<file path="src/rtl/decode_ctrl_stage_if.sv">
// ID-stage bus: IF/ID inputs, stall back-pressure and the registered ID/EX bundle.
// The master drives the instruction side; the slave is the decode stage.
interface decode_ctrl_stage_if #(
    parameter int DATA_W = 32,
    parameter int REG_AW = 5
);
    logic              instr_valid;
    logic [DATA_W-1:0] instr_i;
    logic [DATA_W-1:0] pcplus4_i;
    logic              en;
    logic              flush;
    logic              stall_o;
    logic              ex_valid;
    logic              ex_illegal;
    logic              ex_regwr;
    logic [1:0]        ex_alusrc;
    logic [1:0]        ex_regsel;
    logic [2:0]        ex_pcsrc;
    logic [REG_AW-1:0] ex_regdst;
    logic              ex_extop;
    logic              ex_dren;
    logic              ex_dwen;
    logic              ex_atomic;
    logic [3:0]        ex_aluop;
    logic [REG_AW-1:0] ex_rs;
    logic [REG_AW-1:0] ex_rt;
    logic [15:0]       ex_imm;
    logic [4:0]        ex_shamt;
    logic [DATA_W-1:0] ex_pcplus4;

    modport master (
        output instr_valid, instr_i, pcplus4_i, en, flush,
        input  stall_o, ex_valid, ex_illegal, ex_regwr, ex_alusrc, ex_regsel, ex_pcsrc,
               ex_regdst, ex_extop, ex_dren, ex_dwen, ex_atomic, ex_aluop, ex_rs, ex_rt,
               ex_imm, ex_shamt, ex_pcplus4
    );
    modport slave (
        input  instr_valid, instr_i, pcplus4_i, en, flush,
        output stall_o, ex_valid, ex_illegal, ex_regwr, ex_alusrc, ex_regsel, ex_pcsrc,
               ex_regdst, ex_extop, ex_dren, ex_dwen, ex_atomic, ex_aluop, ex_rs, ex_rt,
               ex_imm, ex_shamt, ex_pcplus4
    );
endinterface

</file>
<file path="src/rtl/decode_ctrl_stage.sv">
// MIPS control decode with load-use hazard detection, registered into an ID/EX
// register that supports hold, flush and bubble insertion.
module decode_ctrl_stage #(
    parameter int DATA_W    = 32,
    parameter int REG_AW    = 5,
    parameter int LINK_REG  = 31,
    parameter bit HAZARD_EN = 1'b1
) (
    input  logic                CLK,
    input  logic                nRST,
    decode_ctrl_stage_if.slave  bus
);
    localparam logic [3:0] ALU_SLL = 4'd0, ALU_SRL = 4'd1, ALU_ADD = 4'd2, ALU_SUB = 4'd3,
                           ALU_AND = 4'd4, ALU_OR  = 4'd5, ALU_XOR = 4'd6, ALU_NOR = 4'd7,
                           ALU_SLT = 4'd8, ALU_SLTU = 4'd9;

    typedef enum logic [5:0] {
        OP_RTYPE = 6'h00, OP_J    = 6'h02, OP_JAL   = 6'h03, OP_BEQ  = 6'h04, OP_BNE  = 6'h05,
        OP_ADDI  = 6'h08, OP_ADDIU = 6'h09, OP_SLTI = 6'h0A, OP_SLTIU = 6'h0B, OP_ANDI = 6'h0C,
        OP_ORI   = 6'h0D, OP_XORI = 6'h0E, OP_LUI   = 6'h0F, OP_LW   = 6'h23, OP_SW   = 6'h2B,
        OP_LL    = 6'h30, OP_SC   = 6'h38
    } opcode_t;

    typedef enum logic [5:0] {
        F_SLL = 6'h00, F_SRL = 6'h02, F_JR  = 6'h08, F_ADD = 6'h20, F_ADDU = 6'h21,
        F_SUB = 6'h22, F_SUBU = 6'h23, F_AND = 6'h24, F_OR = 6'h25, F_XOR = 6'h26,
        F_NOR = 6'h27, F_SLT = 6'h2A, F_SLTU = 6'h2B
    } funct_t;

    typedef struct packed {
        logic              illegal;
        logic              regwr;
        logic [1:0]        alusrc;
        logic [1:0]        regsel;
        logic [2:0]        pcsrc;
        logic [REG_AW-1:0] regdst;
        logic              extop;
        logic              dren;
        logic              dwen;
        logic              atomic;
        logic [3:0]        aluop;
        logic [REG_AW-1:0] rs;
        logic [REG_AW-1:0] rt;
        logic [15:0]       imm;
        logic [4:0]        shamt;
        logic [DATA_W-1:0] pcplus4;
    } idex_t;

    logic [31:0] ins;
    logic [5:0]  op, fn;
    idex_t       dec, ex_d, ex_q;
    logic        vld_d, vld_q;
    logic        rs_use, rt_use, ill, stall;

    assign ins = bus.instr_i[31:0];
    assign op  = ins[31:26];
    assign fn  = ins[5:0];

    always_comb begin
        dec         = '0;
        rs_use      = 1'b0;
        rt_use      = 1'b0;
        ill         = 1'b0;
        dec.regdst  = REG_AW'(ins[15:11]);
        dec.aluop   = ALU_ADD;
        dec.rs      = REG_AW'(ins[25:21]);
        dec.rt      = REG_AW'(ins[20:16]);
        dec.imm     = ins[15:0];
        dec.shamt   = ins[10:6];
        dec.pcplus4 = bus.pcplus4_i;
        case (op)
            OP_RTYPE: begin
                dec.regwr = 1'b1;
                rs_use    = 1'b1;
                rt_use    = 1'b1;
                case (fn)
                    F_SLL:         begin dec.alusrc = 2'd2; dec.aluop = ALU_SLL; rs_use = 1'b0; end
                    F_SRL:         begin dec.alusrc = 2'd2; dec.aluop = ALU_SRL; rs_use = 1'b0; end
                    F_JR:          begin dec.regwr = 1'b0; dec.pcsrc = 3'd1; rt_use = 1'b0; end
                    F_ADD, F_ADDU: dec.aluop = ALU_ADD;
                    F_SUB, F_SUBU: dec.aluop = ALU_SUB;
                    F_AND:         dec.aluop = ALU_AND;
                    F_OR:          dec.aluop = ALU_OR;
                    F_XOR:         dec.aluop = ALU_XOR;
                    F_NOR:         dec.aluop = ALU_NOR;
                    F_SLT:         dec.aluop = ALU_SLT;
                    F_SLTU:        dec.aluop = ALU_SLTU;
                    default:       ill = 1'b1;
                endcase
            end
            OP_ADDI, OP_ADDIU, OP_SLTI, OP_SLTIU, OP_ANDI, OP_ORI, OP_XORI: begin
                dec.regwr  = 1'b1;
                dec.regdst = REG_AW'(ins[20:16]);
                dec.alusrc = 2'd1;
                rs_use     = 1'b1;
                case (op)
                    OP_ADDI, OP_ADDIU: dec.extop = 1'b1;
                    OP_SLTI:           begin dec.extop = 1'b1; dec.aluop = ALU_SLT; end
                    OP_SLTIU:          begin dec.extop = 1'b1; dec.aluop = ALU_SLTU; end
                    OP_ANDI:           dec.aluop = ALU_AND;
                    OP_ORI:            dec.aluop = ALU_OR;
                    default:           dec.aluop = ALU_XOR;
                endcase
            end
            OP_LUI: begin
                dec.regwr  = 1'b1;
                dec.regsel = 2'd2;
                dec.regdst = REG_AW'(ins[20:16]);
            end
            OP_LW, OP_LL: begin
                dec.regwr  = 1'b1;
                dec.dren   = 1'b1;
                dec.regsel = 2'd3;
                dec.regdst = REG_AW'(ins[20:16]);
                dec.extop  = 1'b1;
                dec.alusrc = 2'd1;
                dec.atomic = (op == OP_LL);
                rs_use     = 1'b1;
            end
            OP_SW: begin
                dec.dwen   = 1'b1;
                dec.extop  = 1'b1;
                dec.alusrc = 2'd1;
                rs_use     = 1'b1;
                rt_use     = 1'b1;
            end
            // SC stores rt and then writes the success flag back into rt
            OP_SC: begin
                dec.dwen   = 1'b1;
                dec.regwr  = 1'b1;
                dec.regsel = 2'd3;
                dec.regdst = REG_AW'(ins[20:16]);
                dec.atomic = 1'b1;
                dec.extop  = 1'b1;
                dec.alusrc = 2'd1;
                rs_use     = 1'b1;
                rt_use     = 1'b1;
            end
            OP_J:   dec.pcsrc = 3'd2;
            OP_JAL: begin
                dec.pcsrc  = 3'd2;
                dec.regwr  = 1'b1;
                dec.regsel = 2'd1;
                dec.regdst = REG_AW'(LINK_REG);
            end
            OP_BEQ, OP_BNE: begin
                dec.aluop = ALU_SUB;
                dec.pcsrc = (op == OP_BEQ) ? 3'd3 : 3'd4;
                rs_use    = 1'b1;
                rt_use    = 1'b1;
            end
            default: ill = 1'b1;
        endcase
        if (ill) begin
            dec.illegal = 1'b1;
            dec.regwr   = 1'b0;
            dec.dren    = 1'b0;
            dec.dwen    = 1'b0;
            dec.pcsrc   = 3'd0;
            rs_use      = 1'b0;
            rt_use      = 1'b0;
        end
    end

    // Only a load in EX with a real destination can hazard against ID sources
    assign stall = HAZARD_EN && bus.instr_valid && vld_q && ex_q.dren && (ex_q.regdst != '0) &&
                   ((rs_use && (dec.rs == ex_q.regdst)) || (rt_use && (dec.rt == ex_q.regdst)));

    always_comb begin
        vld_d = vld_q;
        ex_d  = ex_q;
        if (bus.en) begin
            if (bus.flush || stall || !bus.instr_valid) begin
                vld_d = 1'b0;
                ex_d  = '0;
            end else begin
                vld_d = 1'b1;
                ex_d  = dec;
            end
        end
    end

    always_ff @(posedge CLK or negedge nRST) begin
        if (!nRST) begin
            vld_q <= 1'b0;
            ex_q  <= '0;
        end else begin
            vld_q <= vld_d;
            ex_q  <= ex_d;
        end
    end

    assign bus.stall_o    = stall;
    assign bus.ex_valid   = vld_q;
    assign bus.ex_illegal = ex_q.illegal;
    assign bus.ex_regwr   = ex_q.regwr;
    assign bus.ex_alusrc  = ex_q.alusrc;
    assign bus.ex_regsel  = ex_q.regsel;
    assign bus.ex_pcsrc   = ex_q.pcsrc;
    assign bus.ex_regdst  = ex_q.regdst;
    assign bus.ex_extop   = ex_q.extop;
    assign bus.ex_dren    = ex_q.dren;
    assign bus.ex_dwen    = ex_q.dwen;
    assign bus.ex_atomic  = ex_q.atomic;
    assign bus.ex_aluop   = ex_q.aluop;
    assign bus.ex_rs      = ex_q.rs;
    assign bus.ex_rt      = ex_q.rt;
    assign bus.ex_imm     = ex_q.imm;
    assign bus.ex_shamt   = ex_q.shamt;
    assign bus.ex_pcplus4 = ex_q.pcplus4;
endmodule

</file>
<file path="src/flat_wrapper.sv">
// flat-port wrapper written by rule: the top's interface ports become plain ports
module decode_ctrl_stage_flat 
#(
    parameter int DATA_W    = 32,
    parameter int REG_AW    = 5,
    parameter int LINK_REG  = 31,
    parameter bit HAZARD_EN = 1'b1
)
  (CLK, nRST, bus_instr_valid, bus_instr_i, bus_pcplus4_i, bus_en, bus_flush, bus_stall_o, bus_ex_valid, bus_ex_illegal, bus_ex_regwr, bus_ex_alusrc, bus_ex_regsel, bus_ex_pcsrc, bus_ex_regdst, bus_ex_extop, bus_ex_dren, bus_ex_dwen, bus_ex_atomic, bus_ex_aluop, bus_ex_rs, bus_ex_rt, bus_ex_imm, bus_ex_shamt, bus_ex_pcplus4);
  decode_ctrl_stage_if #(.DATA_W(DATA_W), .REG_AW(REG_AW)) bus_i ();
  input  logic CLK;
  input  logic nRST;
  input wire logic [$bits(bus_i.instr_valid)-1:0] bus_instr_valid;
  input wire logic [$bits(bus_i.instr_i)-1:0] bus_instr_i;
  input wire logic [$bits(bus_i.pcplus4_i)-1:0] bus_pcplus4_i;
  input wire logic [$bits(bus_i.en)-1:0] bus_en;
  input wire logic [$bits(bus_i.flush)-1:0] bus_flush;
  output wire logic [$bits(bus_i.stall_o)-1:0] bus_stall_o;
  output wire logic [$bits(bus_i.ex_valid)-1:0] bus_ex_valid;
  output wire logic [$bits(bus_i.ex_illegal)-1:0] bus_ex_illegal;
  output wire logic [$bits(bus_i.ex_regwr)-1:0] bus_ex_regwr;
  output wire logic [$bits(bus_i.ex_alusrc)-1:0] bus_ex_alusrc;
  output wire logic [$bits(bus_i.ex_regsel)-1:0] bus_ex_regsel;
  output wire logic [$bits(bus_i.ex_pcsrc)-1:0] bus_ex_pcsrc;
  output wire logic [$bits(bus_i.ex_regdst)-1:0] bus_ex_regdst;
  output wire logic [$bits(bus_i.ex_extop)-1:0] bus_ex_extop;
  output wire logic [$bits(bus_i.ex_dren)-1:0] bus_ex_dren;
  output wire logic [$bits(bus_i.ex_dwen)-1:0] bus_ex_dwen;
  output wire logic [$bits(bus_i.ex_atomic)-1:0] bus_ex_atomic;
  output wire logic [$bits(bus_i.ex_aluop)-1:0] bus_ex_aluop;
  output wire logic [$bits(bus_i.ex_rs)-1:0] bus_ex_rs;
  output wire logic [$bits(bus_i.ex_rt)-1:0] bus_ex_rt;
  output wire logic [$bits(bus_i.ex_imm)-1:0] bus_ex_imm;
  output wire logic [$bits(bus_i.ex_shamt)-1:0] bus_ex_shamt;
  output wire logic [$bits(bus_i.ex_pcplus4)-1:0] bus_ex_pcplus4;
  assign bus_i.instr_valid = bus_instr_valid;
  assign bus_i.instr_i = bus_instr_i;
  assign bus_i.pcplus4_i = bus_pcplus4_i;
  assign bus_i.en = bus_en;
  assign bus_i.flush = bus_flush;
  assign bus_stall_o = bus_i.stall_o;
  assign bus_ex_valid = bus_i.ex_valid;
  assign bus_ex_illegal = bus_i.ex_illegal;
  assign bus_ex_regwr = bus_i.ex_regwr;
  assign bus_ex_alusrc = bus_i.ex_alusrc;
  assign bus_ex_regsel = bus_i.ex_regsel;
  assign bus_ex_pcsrc = bus_i.ex_pcsrc;
  assign bus_ex_regdst = bus_i.ex_regdst;
  assign bus_ex_extop = bus_i.ex_extop;
  assign bus_ex_dren = bus_i.ex_dren;
  assign bus_ex_dwen = bus_i.ex_dwen;
  assign bus_ex_atomic = bus_i.ex_atomic;
  assign bus_ex_aluop = bus_i.ex_aluop;
  assign bus_ex_rs = bus_i.ex_rs;
  assign bus_ex_rt = bus_i.ex_rt;
  assign bus_ex_imm = bus_i.ex_imm;
  assign bus_ex_shamt = bus_i.ex_shamt;
  assign bus_ex_pcplus4 = bus_i.ex_pcplus4;
  decode_ctrl_stage #(.DATA_W(DATA_W), .REG_AW(REG_AW), .LINK_REG(LINK_REG), .HAZARD_EN(HAZARD_EN)) u_core (.CLK(CLK), .nRST(nRST), .bus(bus_i));
endmodule
</file>
<file path="config.mk">
export PLATFORM = sky130hd
export DESIGN_NAME = decode_ctrl_stage_flat
export DESIGN_NICKNAME = d
export VERILOG_FILES = /design/src/rtl/decode_ctrl_stage_if.sv /design/src/rtl/decode_ctrl_stage.sv /design/src/flat_wrapper.sv
export SDC_FILE = /design/constraint.sdc
export NUM_CORES = 1
export LEC_CHECK = 0
export CELL_PAD_IN_SITES_DETAIL_PLACEMENT = 1
export CELL_PAD_IN_SITES_GLOBAL_PLACEMENT = 2
export CORE_ASPECT_RATIO = 2
export CORE_MARGIN = 10
export CORE_UTILIZATION = 25
export CTS_CLUSTER_SIZE = 20
export DETAILED_ROUTE_END_ITERATION = 16
export GPL_TIMING_DRIVEN = 0
export MAX_ROUTING_LAYER = met4
export PLACE_DENSITY = 0.82
export SLEW_MARGIN = 20
export SYNTH_ARGS = -nofsm -noshare
export SYNTH_HDL_FRONTEND = slang
export SYNTH_SLANG_ARGS = --single-unit
</file>
<file path="constraint.sdc">
create_clock -name CLK -period 2.6 [get_ports CLK]
set_input_delay 0.26 -clock CLK [delete_from_list [all_inputs] [get_ports CLK]]
set_output_delay 0.26 -clock CLK [all_outputs]
set_load 0.1 [all_outputs]
</file>
==> results.yml <==
critical_path:
  max_stage_delay_ps: 610
  crit_slowest_cell: "or4_4"
  crit_path_start: "bus_instr_i[0]"
  path_class: "input pin to output port"
  r2r-start: "u_core.bus.ex_regdst[2]"
  reg2reg_to: "u_core.bus.ex_pcplus4[29]"
  cp_num_buf_inv: 3
  endpoint: "bus_stall_o"
  arrival_ps: 2290
  critPathMaxFanout: 7
  r2r_cells: 9
  worstPathCellList: "dlygate4sd2_1 -> or4_4 -> o2111ai_4 -> o22ai_2 -> a211oi_4 -> buf_6 -> buf_12"
  critPathTopFamily: "compound AO/OA/AOI/OAI gates"
  reg2reg_slack_ps: 270
  worst_setup_path_start_kind: "input pin"
  crit_cells: 7
  cp.required_ps: 2340
  endpoint_kind: "output port"
timing:
  max_freq_mhz: 391
  drv_slew: 0
  worst_pin_slew_ps: 1070
  setup_viol: 0
  hold_viol: 0
  relSlewSlack_pct: 28.2
  fin_skew_ps: 5.67
  rsz0062_at_grt: "false"
  worst_slack_ps: 45.4
  setup_tns_ps: 0
  fin_crit_ps: 2550
  period_share_pct: 98.3
cts:
  cts_tree: "yes"
  cts_made_buffers: 9
  htreeDepth: 3
  clock_path_buffers: 2
  clk_pin_slew_ps: 60
  clock_latency_ps: 340
  root_buffer: "clkbuf_16"
  cts_sinks: 81
logic_synthesis:
  netlist_instances: 466
  synth_top_family_by_area: "compound AO/OA/AOI/OAI gates"
  synth_top_cell_area_share_pct: 49.9
  synthTopCellsByArea: "dfrtp_1 (50%), o22ai_1 (11%), inv_1 (7.8%), nand2_1 (6.7%), o32ai_1 (2.2%)"
  synth_compound_gate_area_share_pct: 18.8
  post_synth.cell_area_avg_um2: 8.72
  synthSimpleGateAreaFrac_pct: 15.6
  synth_top_area_cell: "dfrtp_1"
  ys_ff_latch: 81
  synth_adder_area_share_pct: 0
  syn-num-nets: 535
  synthArstFlopShare_pct: 100
  synth_cell_types: 45
  yosysMostFrequentCell: "inv_1"
  synth_commonest_cells: "inv_1 (84), dfrtp_1 (81), nand2_1 (73)"
  synth_edf_count: 0
  syn-cell-area_um2: 4060
  synthXorXnorAreaFrac_pct: 2.16
  yosysSeqAreaShare_pct: 49.9
  dominantRegCellSynth: "dfrtp_1"
  yosys_warnings: 0
  synth_mux_area_share_pct: 1.23
detailed_routing:
  vias: 4085
  ant_nets: 0
  wl_um: 18000
  viasPerCell: 4.84
  drt_iter0_markers: 111
  drt-pass1-iter-count: 4
  wl_per_cell_um: 21.3
  drc_errors: 0
cells_and_area:
  postLayoutCoreUtil_pct: 39.8
  diodes: 0
  final_net_count: 707
  syn2layout_area_growth_pct: 55.3
  final_cell_count_no_fill: 844
  final_layout_size_suffix_gt1_share_pct: 9.64
placed_design:
  dp_slack_ps: -1830
  portBuffers: 153
  dp_cells: 821
  hpwl_um: 14200
  place_congestion: 0.873
die:
  io_pins: 156
  core_um2: 15900
  rows: 65
  start_util_pct: 25.6
  die_y_um: 200
  die_area_um2: 22100
  die_w_um: 110
min_path:
  hold_path.class: "input pin to flip-flop"
  min_delay_path_depth: 3
global_routing:
  overflow: 0
  grt_usage_pct: 16.6
  grt_pass1_wl_um: 26900
  antenna_found_initial: 0
  grt_max_degree: 45
  grt_pass1_vias: 4549
pwr:
  peakVddDrop_v: 0.000280
  leakagePower_nw: 2.55
  power.density_nw_per_um2: 597
  p_total_mw: 3.77
status:
  status: "completed"
flow_run:
  drv_cap: 0
[layout make-up]
| cell class | instances | area [um^2] |
|---|---|---|
| multi-input combinational | 264 | 1600 |
| inverter | 84 | 315 |
| fill | 1861 | 9550 |
| clock inverter | 2 | 37.5 |
| sequential | 81 | 2030 |
| tap | 201 | 251 |
| buffer | 37 | 200 |
| timing repair buffer | 161 | 1600 |
| clock buffer | 14 | 274 |
[registers in the layout, indices dropped and copies added (netlist names), 2 cells and up]
register and count:
u_core.bus.ex_regdst 5, u_core.bus.ex_rt 5, u_core.bus.ex_rs 5, u_core.bus.ex_regsel 2, u_core.bus.ex_imm 12, u_core.bus.ex_alusrc 2, u_core.bus.ex_pcsrc 3, u_core.bus.ex_pcplus4 32
u_core.bus.ex_shamt 4, u_core.bus.ex_aluop 4
[cell families (layout without fill, tap and decap cells)]
group / after synthesis / count (layout)
AO/OA/AOI/OAI: 115 / 115
AND/OR/NAND/NOR: 134 / 134
XOR/XNOR: 10 / 10
multiplexers: 5 / 5
flip-flops: 81 / 81
buffers and inverters: 121 / 298
[cells in the final DEF, fill, tap and decap left out, drive strengths merged, types with 4 or more instances in the layout]
cell,count
nand2b,10
nand3,9
clkdlybuf4s50,141
nand2,73
inv,84
xnor2,4
o22ai,71
a21oi,7
nand4,4
o32ai,10
mux2i,5
dfrtp,81
xor2,6
buf,24
clkbuf,38
nor2,13
o21ai,10
dlygate4sd2,6
[timing repair]
action,CTS,global route
pin swaps,5,3
endpoints found under the setup margin,78,31
hold endpoints to repair,43,0
setup buffers,6,0
resized for setup,39,6
hold buffers,1,0
[per-stage QoR]
stage	instance area, um^2	hold WS (ps)
after CTS	6310	398
after detailed placement	5870	313
after global placement	5850	510
after floorplan	4070	-35.6
after global routing	6310	433
final	6310	426
[routing by layer]
layer	track usage (%)	share of wire (%)
met1	15.6	34
met2	30.5	57
met3	2.38	4.4
met4	9.41	4.7
met5	-	0
[worst min path at each step]
stage | startpoint | slack (ps) | end
6_report | bus_instr_i[2] | 430 | u_core.bus.ex_imm[2]
5_1_grt | bus_instr_i[2] | 430 | u_core.bus.ex_imm[2]
2_1_floorplan | nRST | -40 | u_core.bus.ex_aluop[0]
4_1_cts | bus_instr_i[2] | 400 | u_core.bus.ex_imm[2]
3_3_place_gp | u_core.bus.ex_dren | 510 | u_core.bus.ex_dren
3_5_place_dp | nRST | 310 | u_core.bus.ex_pcplus4[10]
[worst min-delay path, stage by stage]
cell,delay (ps)
dlygate4sd2_1,300
nand2_1,90
o22ai_1,60
[where the power goes]
group          switching (mW)  internal (mW)
Sequential             0.0453           1.32
Combinational           0.771          0.291
Clock                   0.511          0.824
Power figures use the tool's default switching activity.
